[src/rtl/hdcpu_timing_pkg.sv]
// Shared types and constants for the timing sequencer.
//   state_e    : sequencer state (HALT, RUN)
//   PH_T*      : phase register encoding
//   W_*        : one-hot beat values, W[3:1] mapped onto bits [2:0]
//   next_beat  : beat chosen at the beat-end cycle from SHORT/LONG
package hdcpu_timing_pkg;

    typedef enum logic {
        HALT = 1'b0,
        RUN  = 1'b1
    } state_e;

    localparam logic [1:0] PH_T1 = 2'd0;
    localparam logic [1:0] PH_T2 = 2'd1;
    localparam logic [1:0] PH_T3 = 2'd2;

    localparam logic [2:0] W_1 = 3'b001;
    localparam logic [2:0] W_2 = 3'b010;
    localparam logic [2:0] W_3 = 3'b100;

    // SHORT only matters in W1 and wins over LONG there; LONG only matters in W2.
    // Any illegal beat value recovers to W1 so W can never stay zero or multi-hot.
    function automatic logic [2:0] next_beat(input logic [2:0] w,
                                             input logic       short_req,
                                             input logic       long_req);
        logic [2:0] nb;
        nb = W_1;
        case (w)
            W_1:     nb = short_req ? W_1 : W_2;
            W_2:     nb = long_req  ? W_3 : W_1;
            W_3:     nb = W_1;
            default: nb = W_1;
        endcase
        return nb;
    endfunction

endpackage

[src/rtl/qd_edge_sync.sv]
// QD start-button conditioning: synchronizer, debounce filter, rising-edge pulse.
// Ports:
//   clk_i    in  system clock
//   clr_n_i  in  synchronous active-low reset
//   qd_i     in  raw asynchronous button level
//   edge_o   out one-cycle pulse when the filtered level rises
// A new level is accepted after DEBOUNCE_CNT consecutive synced samples that
// differ from the current filtered level; any agreeing sample restarts the count.
module qd_edge_sync #(
    parameter int SYNC_STAGES  = 2,
    parameter int DEBOUNCE_CNT = 4
) (
    input  logic clk_i,
    input  logic clr_n_i,
    input  logic qd_i,
    output logic edge_o
);

    localparam int             DW      = (DEBOUNCE_CNT > 1) ? $clog2(DEBOUNCE_CNT) : 1;
    localparam logic [DW-1:0]  DB_LOAD = DW'(DEBOUNCE_CNT - 1);

    logic [SYNC_STAGES-1:0] sync_q, sync_d;
    logic [DW-1:0]          db_cnt_q, db_cnt_d;
    logic                   level_q, level_d;
    logic                   level_dly_q;
    logic                   synced;

    assign synced = sync_q[SYNC_STAGES-1];

    // Down-counter: reloaded whenever the synced input agrees with the filtered
    // level, terminal count on the DEBOUNCE_CNT-th disagreeing sample.
    always_comb begin
        sync_d   = {sync_q[SYNC_STAGES-2:0], qd_i};
        level_d  = level_q;
        db_cnt_d = db_cnt_q;
        if (synced == level_q) begin
            db_cnt_d = DB_LOAD;
        end else if (db_cnt_q == '0) begin
            level_d  = synced;
            db_cnt_d = DB_LOAD;
        end else begin
            db_cnt_d = db_cnt_q - DW'(1);
        end
    end

    always_ff @(posedge clk_i) begin
        if (!clr_n_i) begin
            sync_q      <= '0;
            db_cnt_q    <= DB_LOAD;
            level_q     <= 1'b0;
            level_dly_q <= 1'b0;
        end else begin
            sync_q      <= sync_d;
            db_cnt_q    <= db_cnt_d;
            level_q     <= level_d;
            level_dly_q <= level_q;
        end
    end

    assign edge_o = level_q & ~level_dly_q;

endmodule

[src/rtl/timing_sequencer.sv]
// Beat/phase generator answering the controller's SHORT/LONG/STOP handshake.
// Ports:
//   CLK      in  system clock
//   CLR      in  synchronous active-low reset
//   QD       in  start button (asynchronous level); accepted rising edge starts/resumes
//   SHORT    in  end the cycle after W1 (sampled at beat-end only)
//   LONG     in  extend the cycle to W3 (sampled at beat-end only)
//   STOP     in  halt after the current beat (sampled at beat-end only)
//   DP       in  single-step: treated as STOP at beat-end (only with TIMING_SINGLE_STEP_EN)
//   T1..T3   out one-hot phase strobes, all low while halted
//   W        out one-hot beat W[3:1]
//   RUNNING  out high while phases are issued
// Build option: define TIMING_SINGLE_STEP_EN to add the DP input.
//
// state | meaning
// ------+---------------------------------------------------------------
// HALT  | no phases issued, W held; waits for an accepted QD rising edge
// RUN   | T1 -> T2 -> T3, PHASE_CYCLES cycles each; beat chosen at T3 end
module timing_sequencer
    import hdcpu_timing_pkg::*;
#(
    parameter int PHASE_CYCLES = 1,
    parameter int SYNC_STAGES  = 2,
    parameter int DEBOUNCE_CNT = 4
) (
    input  logic       CLK,
    input  logic       CLR,
    input  logic       QD,
    input  logic       SHORT,
    input  logic       LONG,
    input  logic       STOP,
`ifdef TIMING_SINGLE_STEP_EN
    input  logic       DP,
`endif
    output logic       T1,
    output logic       T2,
    output logic       T3,
    output logic [2:0] W,
    output logic       RUNNING
);

    localparam int            CW      = (PHASE_CYCLES > 1) ? $clog2(PHASE_CYCLES) : 1;
    localparam logic [CW-1:0] PC_LAST = CW'(PHASE_CYCLES - 1);

    state_e        state_q, state_d;
    logic [1:0]    phase_q, phase_d;
    logic [CW-1:0] pcnt_q, pcnt_d;
    logic [2:0]    w_q, w_d;
    logic          start_q, start_d;
    logic          qd_edge;
    logic          halt_req;
    logic          phase_last;

    qd_edge_sync #(
        .SYNC_STAGES  (SYNC_STAGES),
        .DEBOUNCE_CNT (DEBOUNCE_CNT)
    ) u_qd_edge_sync (
        .clk_i   (CLK),
        .clr_n_i (CLR),
        .qd_i    (QD),
        .edge_o  (qd_edge)
    );

`ifdef TIMING_SINGLE_STEP_EN
    assign halt_req = STOP | DP;
`else
    assign halt_req = STOP;
`endif

    assign phase_last = (pcnt_q == PC_LAST);

    always_comb begin
        state_d = state_q;
        phase_d = phase_q;
        pcnt_d  = pcnt_q;
        w_d     = w_q;
        // Edges are only captured while halted. While running (including the
        // beat-end cycle that samples STOP) they are dropped, never queued.
        start_d = qd_edge && (state_q == HALT);

        case (state_q)
            HALT: begin
                pcnt_d  = '0;
                phase_d = PH_T1;
                if (start_q) begin
                    state_d = RUN;
                end
            end
            RUN: begin
                if (phase_last) begin
                    pcnt_d = '0;
                    case (phase_q)
                        PH_T1:   phase_d = PH_T2;
                        PH_T2:   phase_d = PH_T3;
                        default: begin
                            // Beat-end cycle: the only place SHORT/LONG/STOP are looked at.
                            phase_d = PH_T1;
                            w_d     = next_beat(w_q, SHORT, LONG);
                            if (halt_req) begin
                                state_d = HALT;
                            end
                        end
                    endcase
                end else begin
                    pcnt_d = pcnt_q + CW'(1);
                end
            end
            default: begin
                state_d = HALT;
                phase_d = PH_T1;
                pcnt_d  = '0;
            end
        endcase
    end

    always_ff @(posedge CLK) begin
        if (!CLR) begin
            state_q <= HALT;
            phase_q <= PH_T1;
            pcnt_q  <= '0;
            w_q     <= W_1;
            start_q <= 1'b0;
        end else begin
            state_q <= state_d;
            phase_q <= phase_d;
            pcnt_q  <= pcnt_d;
            w_q     <= w_d;
            start_q <= start_d;
        end
    end

    assign RUNNING = (state_q == RUN);
    assign T1      = RUNNING && (phase_q == PH_T1);
    assign T2      = RUNNING && (phase_q == PH_T2);
    assign T3      = RUNNING && (phase_q == PH_T3);
    assign W       = w_q;

endmodule

[config.mk]
export PLATFORM = sky130hd
export DESIGN_NAME = timing_sequencer
export DESIGN_NICKNAME = d
export VERILOG_FILES = /design/src/rtl/hdcpu_timing_pkg.sv /design/src/rtl/qd_edge_sync.sv /design/src/rtl/timing_sequencer.sv
export SDC_FILE = /design/constraint.sdc
export NUM_CORES = 1
export LEC_CHECK = 0
export ABC_AREA = 0
export BUFFER_PORTS_ARGS = -buffer_cell sky130_fd_sc_hd__buf_2
export CORE_AREA = 2 2 39 41
export CTS_CLUSTER_SIZE = 25
export DETAILED_ROUTE_END_ITERATION = 12
export DIE_AREA = 0 0 41 43
export PLACE_DENSITY = 0.67
export SYNTH_ARGS = -nofsm -noshare
export SYNTH_HDL_FRONTEND = slang
export SYNTH_SLANG_ARGS = --single-unit
[constraint.sdc]
create_clock -name CLK -period 1 [get_ports CLK]
set_clock_uncertainty 0.1 [all_clocks]
set_input_delay 0.1 -clock CLK [delete_from_list [all_inputs] [get_ports CLK]]
set_output_delay 0.1 -clock CLK [all_outputs]
set_load 0.02 [all_outputs]
==> impl_metrics.json <==
{
  "critPathSlowestCell": "dfxtp_4",
  "required_ns": 0.80,
  "synth_fp_nets": 52,
  "wirelength_um": 895,
  "synth_edf_count": 0,
  "clockBufferDepth": 2,
  "min_period_ns": 1.21,
  "post_layout_nonfiller_instances": 90,
  "r2r_slack_ns": -0.03,
  "path_max_fanout": 5,
  "avgSynthCellArea_um2": 10.7,
  "synth_ff_type": "dfxtp_1",
  "p_leak_nw": 0.358,
  "criticalPathCategory": "flop to output pin",
  "rsz0062_at_grt": "yes",
  "clkTransAtPathRegs_ns": 0.07,
  "final-setup-viol-count": 9,
  "crit_chain": "and3b_2, buf_6",
  "antenna_left": 0,
  "start_kind": "flop",
  "areaGrowthSynthToFinish_pct": 67.2,
  "worstSetupEndpointType": "output pin",
  "finalHoldViolations": 0,
  "critical-path-top-delay-family": "flip-flops",
  "finalCritPeriodShare_pct": 121,
  "worstHoldEndpoint": "RUNNING$_SDFF_PN0_",
  "cap_violations": 0,
  "wl_per_cell_um": 9.94,
  "ys_ff_latch": 13,
  "grt_util_met3_pct": 4.71,
  "vdd_ir_drop_max_mv": 0.593,
  "insertion_delay_ns": 0.27,
  "clkSinkCount": 13,
  "vias": 409,
  "avgViaCountPerCell": 4.54,
  "antenna_cells": 0,
  "ys_async_sr_fraction_pct": 0,
  "synth_top_area_cell": "dfxtp_1",
  "slew_headroom_pct": 83.3,
  "max_stage_delay_ns": 0.38,
  "io_pins": 13,
  "cts-root-buf": "clkbuf_4",
  "yosysSeqAreaShare_pct": 54.2,
  "synth_area_leaders": "dfxtp_1 (54%), and2_1 (6.5%), nand2_1 (3.9%)",
  "first_pass_iters": 4,
  "drcViolationCount": 0,
  "start_util_pct": 34.7,
  "syn_area_um2": 480,
  "grt_pass1_wl_um": 1460,
  "yosys.cell_types.count": 21,
  "fmax_ghz": 0.829,
  "reg2regPathDepth": 3,
  "yosysMostFrequentCell": "dfxtp_1",
  "worstReg2RegStart": "W[0]$_SDFFE_PN1P_",
  "violations": "setup timing",
  "busiest_layer": "met2",
  "track_usage_pct": 12.8,
  "rows": 14,
  "antenna_found_initial": 0,
  "tightestPinTransition_ns": 0.249,
  "final_max_slew_viol_count": 0,
  "dp_hpwl_um": 572,
  "dieWidth_um": 41,
  "core-area_um2": 1380,
  "worstPathArrival_ns": 1.01,
  "cts_made_buffers": 3,
  "die_y_um": 43,
  "yosys_warnings": 0,
  "hold_path_class": "input pin to flop",
  "grt_pass1_vias": 375,
  "gp_congestion": 0.659,
  "gr-usage-met2_pct": 18.8,
  "powerDensity_nw_per_um2": 1090,
  "place_inst": 74,
  "grt_util_met1_pct": 13.9,
  "layout.nets": 82,
  "dieArea_um2": 1760,
  "p_total_w": 0.000874,
  "grt_start_max_net_pins": 12,
  "post-synth-top-area-fraction_pct": 54.2,
  "cts_htree_levels": 1,
  "worstHoldStart": "CLR",
  "fin_ws_ns": -0.206,
  "yosys-top-cells-count": "dfxtp_1 (13), and2_1 (5), nand2_1 (5)",
  "io_buffers": 12,
  "drive_gt1_share_pct": 58.1,
  "r2r-end": "W[2]$_SDFFE_PN0P_",
  "cts_tree": "yes",
  "n_fill_cell": 117,
  "status": "finished, violations left",
  "critPathBufInv": 1,
  "syn_inst": 45,
  "whs_path_depth": 3,
  "grt_overflow": 0,
  "drtIter0Drc": 2
}
[worst max path at each step]
stage	to	cells after the start	from
floorplan	phase_q[0]$_SDFF_PN0_	2	RUNNING$_SDFF_PN0_
global placement	u_qd_edge_sync.db_cnt_q[0]$_SDFF_PP1_	4	u_qd_edge_sync.db_cnt_q[0]$_SDFF_PP1_
detailed placement	u_qd_edge_sync.db_cnt_q[0]$_SDFF_PP1_	4	u_qd_edge_sync.db_cnt_q[0]$_SDFF_PP1_
CTS	T2	2	phase_q[1]$_SDFF_PN0_
global route	T1	2	RUNNING$_SDFF_PN0_
finish	T2	2	phase_q[1]$_SDFF_PN0_
[cells by family (layout without fill, tap and decap cells)]
logic type      Yosys count  count (layout)  synth area share, %
compound gates            5               5                 7.29
xor+xnor                  1               1                 1.82
fa+ha+maj                 1               1                 2.60
buf+inv                   3              32                 2.60
flops                    13              13                 54.2
mux                       1               1                 2.08
simple gates             21              21                 29.4
[stage by stage]
| step | utilization [%] | instance area [µm²] | setup TNS (ns) | hold WS (ns) | setup WS [ns] |
|---|---|---|---|---|---|
| after global placement | 43.9 | 607 | -0.0258 | 0.184 | -0.0132 |
| after global routing | 58.0 | 803 | -1.39 | 0.0330 | -0.250 |
| after detailed placement | 43.9 | 607 | -0.0577 | 0.192 | -0.0220 |
| after CTS | 54.9 | 759 | -0.867 | 0.0261 | -0.216 |
| final | 58.0 | 803 | -0.831 | 0.0342 | -0.206 |
| after floorplan | - | 517 | -0.0303 | 0.100 | -0.0294 |
[flip-flops by register name, summed over array words and instances, names as in the netlist]
name	cells
W	3
phase_q	2
u_qd_edge_sync.db_cnt_q	2
u_qd_edge_sync.sync_q	2
RUNNING	1
start_q	1
u_qd_edge_sync.level_dly_q	1
u_qd_edge_sync.level_q	1
[report_power, final]
part	leakage (nW)	internal, W	total (W)	switching [W]
clock	0.0150	0.000155	0.000316	0.000162
sequential	0.108	0.000511	0.000513	0.00000207
combinational	0.236	0.0000295	0.0000446	0.0000151
[worst register-to-register path, stage by stage, from the launching register on]
cell and delay [ns]:
dfxtp_4 0.36, and4bb_1 0.29, nand3_1 0.08, a21boi_1 0.12
[repair_timing]
action                     4_1_cts  5_1_grt
hold buffers                     3        0
pin swaps                        5        1
hold endpoints to repair         3        0
resized for setup               19        5
setup buffers                    5        4
setup endpoints to repair       13       13
[placed cells by master, fill, tap and decap left out, drive strengths merged]
| cell | Yosys | layout |
|---|---|---|
| nand3 | 2 | 2 |
| buf | 0 | 23 |
| nand2 | 6 | 6 |
| nor2 | 1 | 1 |
| o311ai | 1 | 1 |
| o21ai | 1 | 1 |
| mux2i | 1 | 1 |
| and2 | 5 | 5 |
| and3b | 1 | 1 |
| and4bb | 1 | 1 |
| dfxtp | 13 | 13 |
| nor2b | 1 | 1 |
| inv | 2 | 2 |
| ha | 1 | 1 |
| nor4b | 1 | 1 |
| nor3b | 3 | 3 |
| xnor2 | 1 | 1 |
| dlygate4sd3 | 0 | 3 |
| a31oi | 1 | 1 |
| a21boi | 2 | 2 |
| clkbuf | 1 | 4 |
[area by class of cell]
type	count	area, µm²	share of cell area, %
clock buffers	4	26.3	3.27
inverters	2	7.51	0.935
multi-input cells	29	249	31.0
flip-flops and latches	13	280	34.9
well taps	16	20.0	2.49
repair buffers	26	220	27.4
[metal layers]
metal  vias up  wire length (µm)
met1       182               394
met4         0                19
li1        211                 -
met3         2                55
met5         -                 0
met2        14               426
Note: power is estimated with default switching activity, not from simulation.
